<file path="src/rtl/traffic_conflict_monitor.sv">
// Safety monitor for a 4-way light controller: checks encoding, conflicts, G->Y->R order and yellow length.
// Define TLC_MON_STATS_EN to add the saturating fault_count statistics port.
module traffic_conflict_monitor #(
  parameter int unsigned MIN_YELLOW      = 20,
  parameter int unsigned CONFLICT_FILTER = 2,
  parameter int unsigned FLASH_HALF      = 50
) (
  input  logic       clk,
  input  logic       rst,
  input  logic [2:0] light_N,
  input  logic [2:0] light_E,
  input  logic [2:0] light_S,
  input  logic [2:0] light_W,
  input  logic       fault_ack,
  output logic [2:0] out_N,
  output logic [2:0] out_E,
  output logic [2:0] out_S,
  output logic [2:0] out_W,
  output logic       fault,
  output logic [2:0] fault_code,
  output logic [1:0] fault_dir
`ifdef TLC_MON_STATS_EN
  ,
  output logic [7:0] fault_count
`endif
);

  localparam logic [2:0] LIGHT_G = 3'b001;
  localparam logic [2:0] LIGHT_Y = 3'b010;
  localparam logic [2:0] LIGHT_R = 3'b100;
  localparam int unsigned YW = $clog2(MIN_YELLOW + 1);
  localparam int unsigned PW = $clog2(CONFLICT_FILTER + 1);
  localparam int unsigned FW = $clog2(2 * FLASH_HALF);

  typedef enum logic {RUN = 1'b0, FLASH = 1'b1} state_t;

  state_t          state;
  logic [2:0]      lt    [4];
  logic [2:0]      prev  [4];
  logic [2:0]      out_r [4];
  logic [YW-1:0]   ycnt  [4];
  logic [PW-1:0]   pcnt;
  logic [FW-1:0]   fcnt;
  logic [FW-1:0]   fcnt_nxt;

  logic [3:0] inv_v, act_v, skip_v, order_v, short_v;
  logic       conf, bad_in, filt_hit, hit;
  logic [2:0] hit_code;
  logic [1:0] hit_dir;

  function automatic logic [1:0] lowest(input logic [3:0] v);
    lowest = 2'd0;
    for (int unsigned i = 0; i < 4; i++)
      if (v[3-i]) lowest = 2'(3 - i);
  endfunction

  always_comb begin
    lt[0] = light_N;
    lt[1] = light_E;
    lt[2] = light_S;
    lt[3] = light_W;
  end

  always_comb begin
    inv_v   = '0;
    act_v   = '0;
    skip_v  = '0;
    order_v = '0;
    short_v = '0;
    for (int unsigned i = 0; i < 4; i++) begin
      inv_v[i]   = !(lt[i] == LIGHT_G || lt[i] == LIGHT_Y || lt[i] == LIGHT_R);
      act_v[i]   = (lt[i] == LIGHT_G) || (lt[i] == LIGHT_Y);
      skip_v[i]  = (prev[i] == LIGHT_G) && (lt[i] == LIGHT_R);
      order_v[i] = ((prev[i] == LIGHT_R) && (lt[i] == LIGHT_Y)) ||
                   ((prev[i] == LIGHT_Y) && (lt[i] == LIGHT_G));
      short_v[i] = (prev[i] == LIGHT_Y) && (lt[i] == LIGHT_R) &&
                   (32'(ycnt[i]) < MIN_YELLOW);
    end
    conf   = !$onehot0(act_v);
    bad_in = conf || (|inv_v);
    // pcnt holds the preceding run of bad samples; this sample completes the run
    filt_hit = (32'(pcnt) + 32'd1) >= CONFLICT_FILTER;

    hit      = 1'b1;
    hit_code = '0;
    hit_dir  = '0;
    if (filt_hit && conf) begin
      hit_code = 3'd2;
      hit_dir  = lowest(act_v);
    end else if (filt_hit && (|inv_v)) begin
      hit_code = 3'd1;
      hit_dir  = lowest(inv_v);
    end else if (|skip_v) begin
      hit_code = 3'd3;
      hit_dir  = lowest(skip_v);
    end else if (|order_v) begin
      hit_code = 3'd4;
      hit_dir  = lowest(order_v);
    end else if (|short_v) begin
      hit_code = 3'd5;
      hit_dir  = lowest(short_v);
    end else begin
      hit = 1'b0;
    end

    fcnt_nxt = (fcnt == FW'(2 * FLASH_HALF - 1)) ? '0 : fcnt + FW'(1);
  end

  always_ff @(posedge clk or posedge rst) begin
    if (rst) begin
      state      <= RUN;
      fault      <= 1'b0;
      fault_code <= '0;
      fault_dir  <= '0;
      pcnt       <= '0;
      fcnt       <= '0;
      for (int unsigned i = 0; i < 4; i++) begin
        prev[i]  <= LIGHT_R;
        out_r[i] <= LIGHT_R;
        ycnt[i]  <= '0;
      end
`ifdef TLC_MON_STATS_EN
      fault_count <= '0;
`endif
    end else begin
      for (int unsigned i = 0; i < 4; i++) begin
        prev[i] <= lt[i];
        if (lt[i] != LIGHT_Y)
          ycnt[i] <= '0;
        else if (32'(ycnt[i]) < MIN_YELLOW)
          ycnt[i] <= ycnt[i] + YW'(1);
      end
      if (!bad_in)
        pcnt <= '0;
      else if (32'(pcnt) < CONFLICT_FILTER)
        pcnt <= pcnt + PW'(1);

      case (state)
        RUN: begin
          if (hit) begin
            // the latch edge itself is the first red-on flash cycle
            state      <= FLASH;
            fault      <= 1'b1;
            fault_code <= hit_code;
            fault_dir  <= hit_dir;
            fcnt       <= '0;
            for (int unsigned i = 0; i < 4; i++) out_r[i] <= LIGHT_R;
`ifdef TLC_MON_STATS_EN
            if (fault_count != 8'hFF) fault_count <= fault_count + 8'd1;
`endif
          end else begin
            for (int unsigned i = 0; i < 4; i++) out_r[i] <= lt[i];
          end
        end
        FLASH: begin
          if (fault_ack && !bad_in && !hit) begin
            state      <= RUN;
            fault      <= 1'b0;
            fault_code <= '0;
            fault_dir  <= '0;
            pcnt       <= '0;
            for (int unsigned i = 0; i < 4; i++) begin
              out_r[i] <= lt[i];
              ycnt[i]  <= '0;
            end
          end else begin
            fcnt <= fcnt_nxt;
            for (int unsigned i = 0; i < 4; i++)
              out_r[i] <= (32'(fcnt_nxt) < FLASH_HALF) ? LIGHT_R : 3'b000;
          end
        end
        default: state <= RUN;
      endcase
    end
  end

  assign out_N = out_r[0];
  assign out_E = out_r[1];
  assign out_S = out_r[2];
  assign out_W = out_r[3];

endmodule
</file>
<file path="config.mk">
export PLATFORM = sky130hd
export DESIGN_NAME = traffic_conflict_monitor
export DESIGN_NICKNAME = d
export VERILOG_FILES = /design/src/rtl/traffic_conflict_monitor.sv
export SDC_FILE = /design/constraint.sdc
export NUM_CORES = 1
export LEC_CHECK = 0
export ABC_AREA = 0
export BUFFER_PORTS_ARGS = -buffer_cell sky130_fd_sc_hd__buf_4
export CAP_MARGIN = 0
export CORE_UTILIZATION = 38
export DETAILED_ROUTE_END_ITERATION = 8
export PLACE_DENSITY = 0.6
export SLEW_MARGIN = 15
export SYNTH_ARGS = -nofsm -noshare
export SYNTH_HDL_FRONTEND = slang
export SYNTH_SLANG_ARGS = --single-unit
export TNS_END_PERCENT = 50
</file>
<file path="constraint.sdc">
create_clock -name clk -period 2.1 [get_ports clk]
set_input_delay 0.42 -clock clk [delete_from_list [all_inputs] [get_ports clk]]
set_output_delay 0.42 -clock clk [all_outputs]
set_load 0.1 [all_outputs]
</file>
==> impl_results.md <==
- Critical Path End: fcnt[4]
- Multi-input gate area: 2008 um2
- H-tree Lvls: 3
- RSZ-0062 raised after global routing: true
- Fin. Hold Viols: 0
- Antenna violations before repair: 0
- Rel. slew slack: 0.6545
- Peak VDD IR: 0.3364 mV
- Hold WS: 0.1386 ns
- Slew @ Worst Pin: 0.5164 ns
- Initial core utilization: 0.4011
- Number of synthesized flops with an enable pin: 0
- # rows: 33
- Sequential element share of the synthesized area: 0.4496
- Final worst setup slack: -0.1364 ns
- Hold_buf cts: 0
- Flop2flop setup slack: -0.12 ns
- Die H: 96.06 um
- Grt ovf: 0
- Dominant cell type by area after synthesis: dfrtp_1
- Cells after Synth: 325
- Die X: 96.06 um
- Pleak: 2.222 nW
- Routed vias/inst: 5.430
- Antenna Nets Post-Route: 0
- Register bit total from synthesis: 60
- Max_cap viols: 0
- Placement Cell Area: 4247 um2
- Worst Skew: 0.01036 ns
- Highest clock rate: 447.1 MHz
- WS Path Type: primary input to flop
- Critical path depth: 11
- Worst flop-to-flop path endpoint: ycnt[0]
- Arrival time at the worst endpoint: 2.45 ns
- Delay-heaviest family, CP: compound AO/OA/AOI/OAI gates
- Final setup fails: 46
- Die area: 9228 um2
- Initial drt markers: 103
- Filler Cell Count: 711
- Post-synth top area share: 0.3870
- DR DRC count: 0
- Global-route wire length before repair: 14.69 mm
- Top cells by area, synth: dfrtp_1 (39%), dfstp_2 (6.3%), nor2_1 (3.1%)
- Max Slew Vio Count: 0
- Mapped Nets: 347
- Synth-to-Final Area Change: 44.77%
- Worst path max stage delay: 0.48 ns
- Core footprint: 8382 um2
- CP Max Fanout: 6
- Clock root cell: clkbuf_8
- Register area: 1511 um2
- Num CTS Buffers: 9
- CP Buf/Inv Count: 3
- Fin crit period: 2.236 ns
- Clock transition at path regs: 0.06 ns
- Launching point of the worst reg2reg path: prev[8]
- Synth Cell Area: 3362 um2
- Clock net sink count: 60
- Synth top cells by count: dfrtp_1 (52), nor2_1 (28), a21oi_1 (19)
- Port bufs: 32
- Status: complete, but fails checks
- Top_reg_cell synth: dfrtp_1
- Failing checks: negative setup slack
- Crit-path slowest cell: fa_1
- Routed length per instance: 16.22 um
- Diodes inserted: 0
- Most instantiated library cell after synthesis: dfrtp_1
- Boundary Pins: 33
- Setup crit end kind: flop
- Final nets: 466
- Syn. warnings: 0
- Drt first pass iters: 4
- CTS tree: done
- Deepest clock path buffer count: 2
- Dpl hpwl: 6.310 mm
- Finished Cell Area: 4867 um2
- CP Launch Type: primary input
- Pin count of the biggest net entering global routing: 61
- GRT Resource Usage Total: 0.2145
- Setup TNS: -3.946 ns
- Layout cells sized above 1: 0.4610
- Library cells used by synthesis: 67
- P per Cell Area: 711.4 nW/um2
- Critical path cell sequence: buf_8 > xor2_4 > nand2_2 > inv_2 > fa_1 > nor2b_4 > and2_4 > nor3_4 > buf_4 > o211a_4 > a221o_1
- Routability Congestion: 0.9141
- Tightest Hold Check Type: primary input to asynchronous set/reset pin
- Final wirelength: 8.986 mm
- Worst-Skew Late Latency: 0.34 ns
- Async SR Flop Fraction: 1.000
- R2R depth: 7
- Start point of the critical path: light_W[1]
- Number of global-route vias before repair: 2,972
- Mean Syn Cell Area: 10.34 um2
- Ratio of final minimum period to clock period: 1.065
- WP data required: 2.32 ns
- Vias post-DR: 3,008
[how the worst min path moves through the flow]
| stage | endpoint | slack, ns |
|---|---|---|
| floorplan | prev[11] | 0.42 |
| global placement | fault | 0.48 |
| detailed placement | fault_code[0] | 0.51 |
| CTS | out_E[0] | 0.15 |
| global route | ycnt[13] | 0.16 |
| finish | ycnt[14] | 0.14 |
[worst min-delay path, delay by kind of cell]
kind,cells,cell delay (ns)
buffers and inverters,3,0.45
[cells by family after synthesis]
family | Yosys count | share of synthesized area
compound gates | 92 | 0.2017
xor+xnor | 15 | 0.03908
fa+ha+maj | 7 | 0.02828
buf+inv | 32 | 0.03870
flops | 60 | 0.4496
mux | 4 | 0.01191
simple gates | 115 | 0.2307
[state kept, by name (all words and copies together) (netlist names)]
name and count:
out_N 3, ycnt 20, out_W 3, fault_dir 2, out_S 3, state 1, fcnt 7, fault_code 3
out_E 3, pcnt 2, fault 1, prev 12
[cell usage in the layout, fill, tap and decap left out, types with 3 or more instances in the layout]
cell type / count
nand2_1: 11
nand3_1: 8
nor4b_1: 3
o211ai_1: 3
a21o_1: 5
a31oi_1: 5
nand2b_1: 3
o21ai_0: 5
nor3_2: 4
buf_4: 105
a31o_2: 3
a21oi_2: 6
buf_6: 14
dfstp_2: 8
xor2_1: 7
a221oi_2: 3
nand4_4: 4
o21ai_1: 4
and4b_1: 3
clkbuf_8: 10
clkinv_2: 3
and2_4: 5
o21a_1: 5
ha_1: 6
mux2i_1: 4
a21oi_1: 12
nor2_1: 26
clkbuf_1: 3
inv_1: 16
dfrtp_1: 52
o21ai_2: 3
xnor2_1: 5
nor2b_1: 5
nor4bb_1: 3
a22oi_1: 3
and2_1: 7
nand4b_1: 6
[through the flow]
stage / instances / utilization / worst slack (ns) / power (mW)
after floorplan: 325 / - / -0.3857 / 2.117
after global placement: 518 / 0.5066 / -0.6042 / 2.438
after detailed placement: 518 / 0.5066 / -0.6345 / 2.456
final: 554 / 0.5807 / -0.1364 / 3.463
after global routing: 554 / 0.5807 / -0.2339 / 3.656
after CTS: 550 / 0.5538 / -0.1056 / 3.404
[report_power, final]
part	total [mW]	internal [mW]	switching [mW]	leakage, nW
sequential	1.41	1.30	0.114	0.763
clock	0.891	0.455	0.436	0.0872
combinational	1.16	0.487	0.675	1.37
total	3.46	2.24	1.23	2.22
[timing repair]
action                     CTS  global route
gates cloned                 1             1
pin swaps                   15            20
buffers inserted            15             4
resized for setup           24            42
setup endpoints to repair   46            46
[cell type report]
class	count	share of cell area
clock buffer	13	0.03059
clock inverter	3	0.003085
inverter	19	0.01465
multi-input combinational	233	0.4126
sequential	60	0.3105
tap	105	0.02699
timing repair buffer	121	0.2015
[layer usage]
| layer | GRT usage | vias up | part of all wire | wire length, um |
|---|---|---|---|---|
| met4 | 0.08209 | 0 | 0.025 | 225 |
| met1 | 0.2867 | 1460 | 0.45 | 4081 |
| met5 | 0 | - | 0 | 0 |
| met3 | 0.05055 | 17 | 0.041 | 369 |
| li1 | - | 1452 | - | - |
| met2 | 0.3363 | 79 | 0.48 | 4309 |
Power figures use the tool's default switching activity.
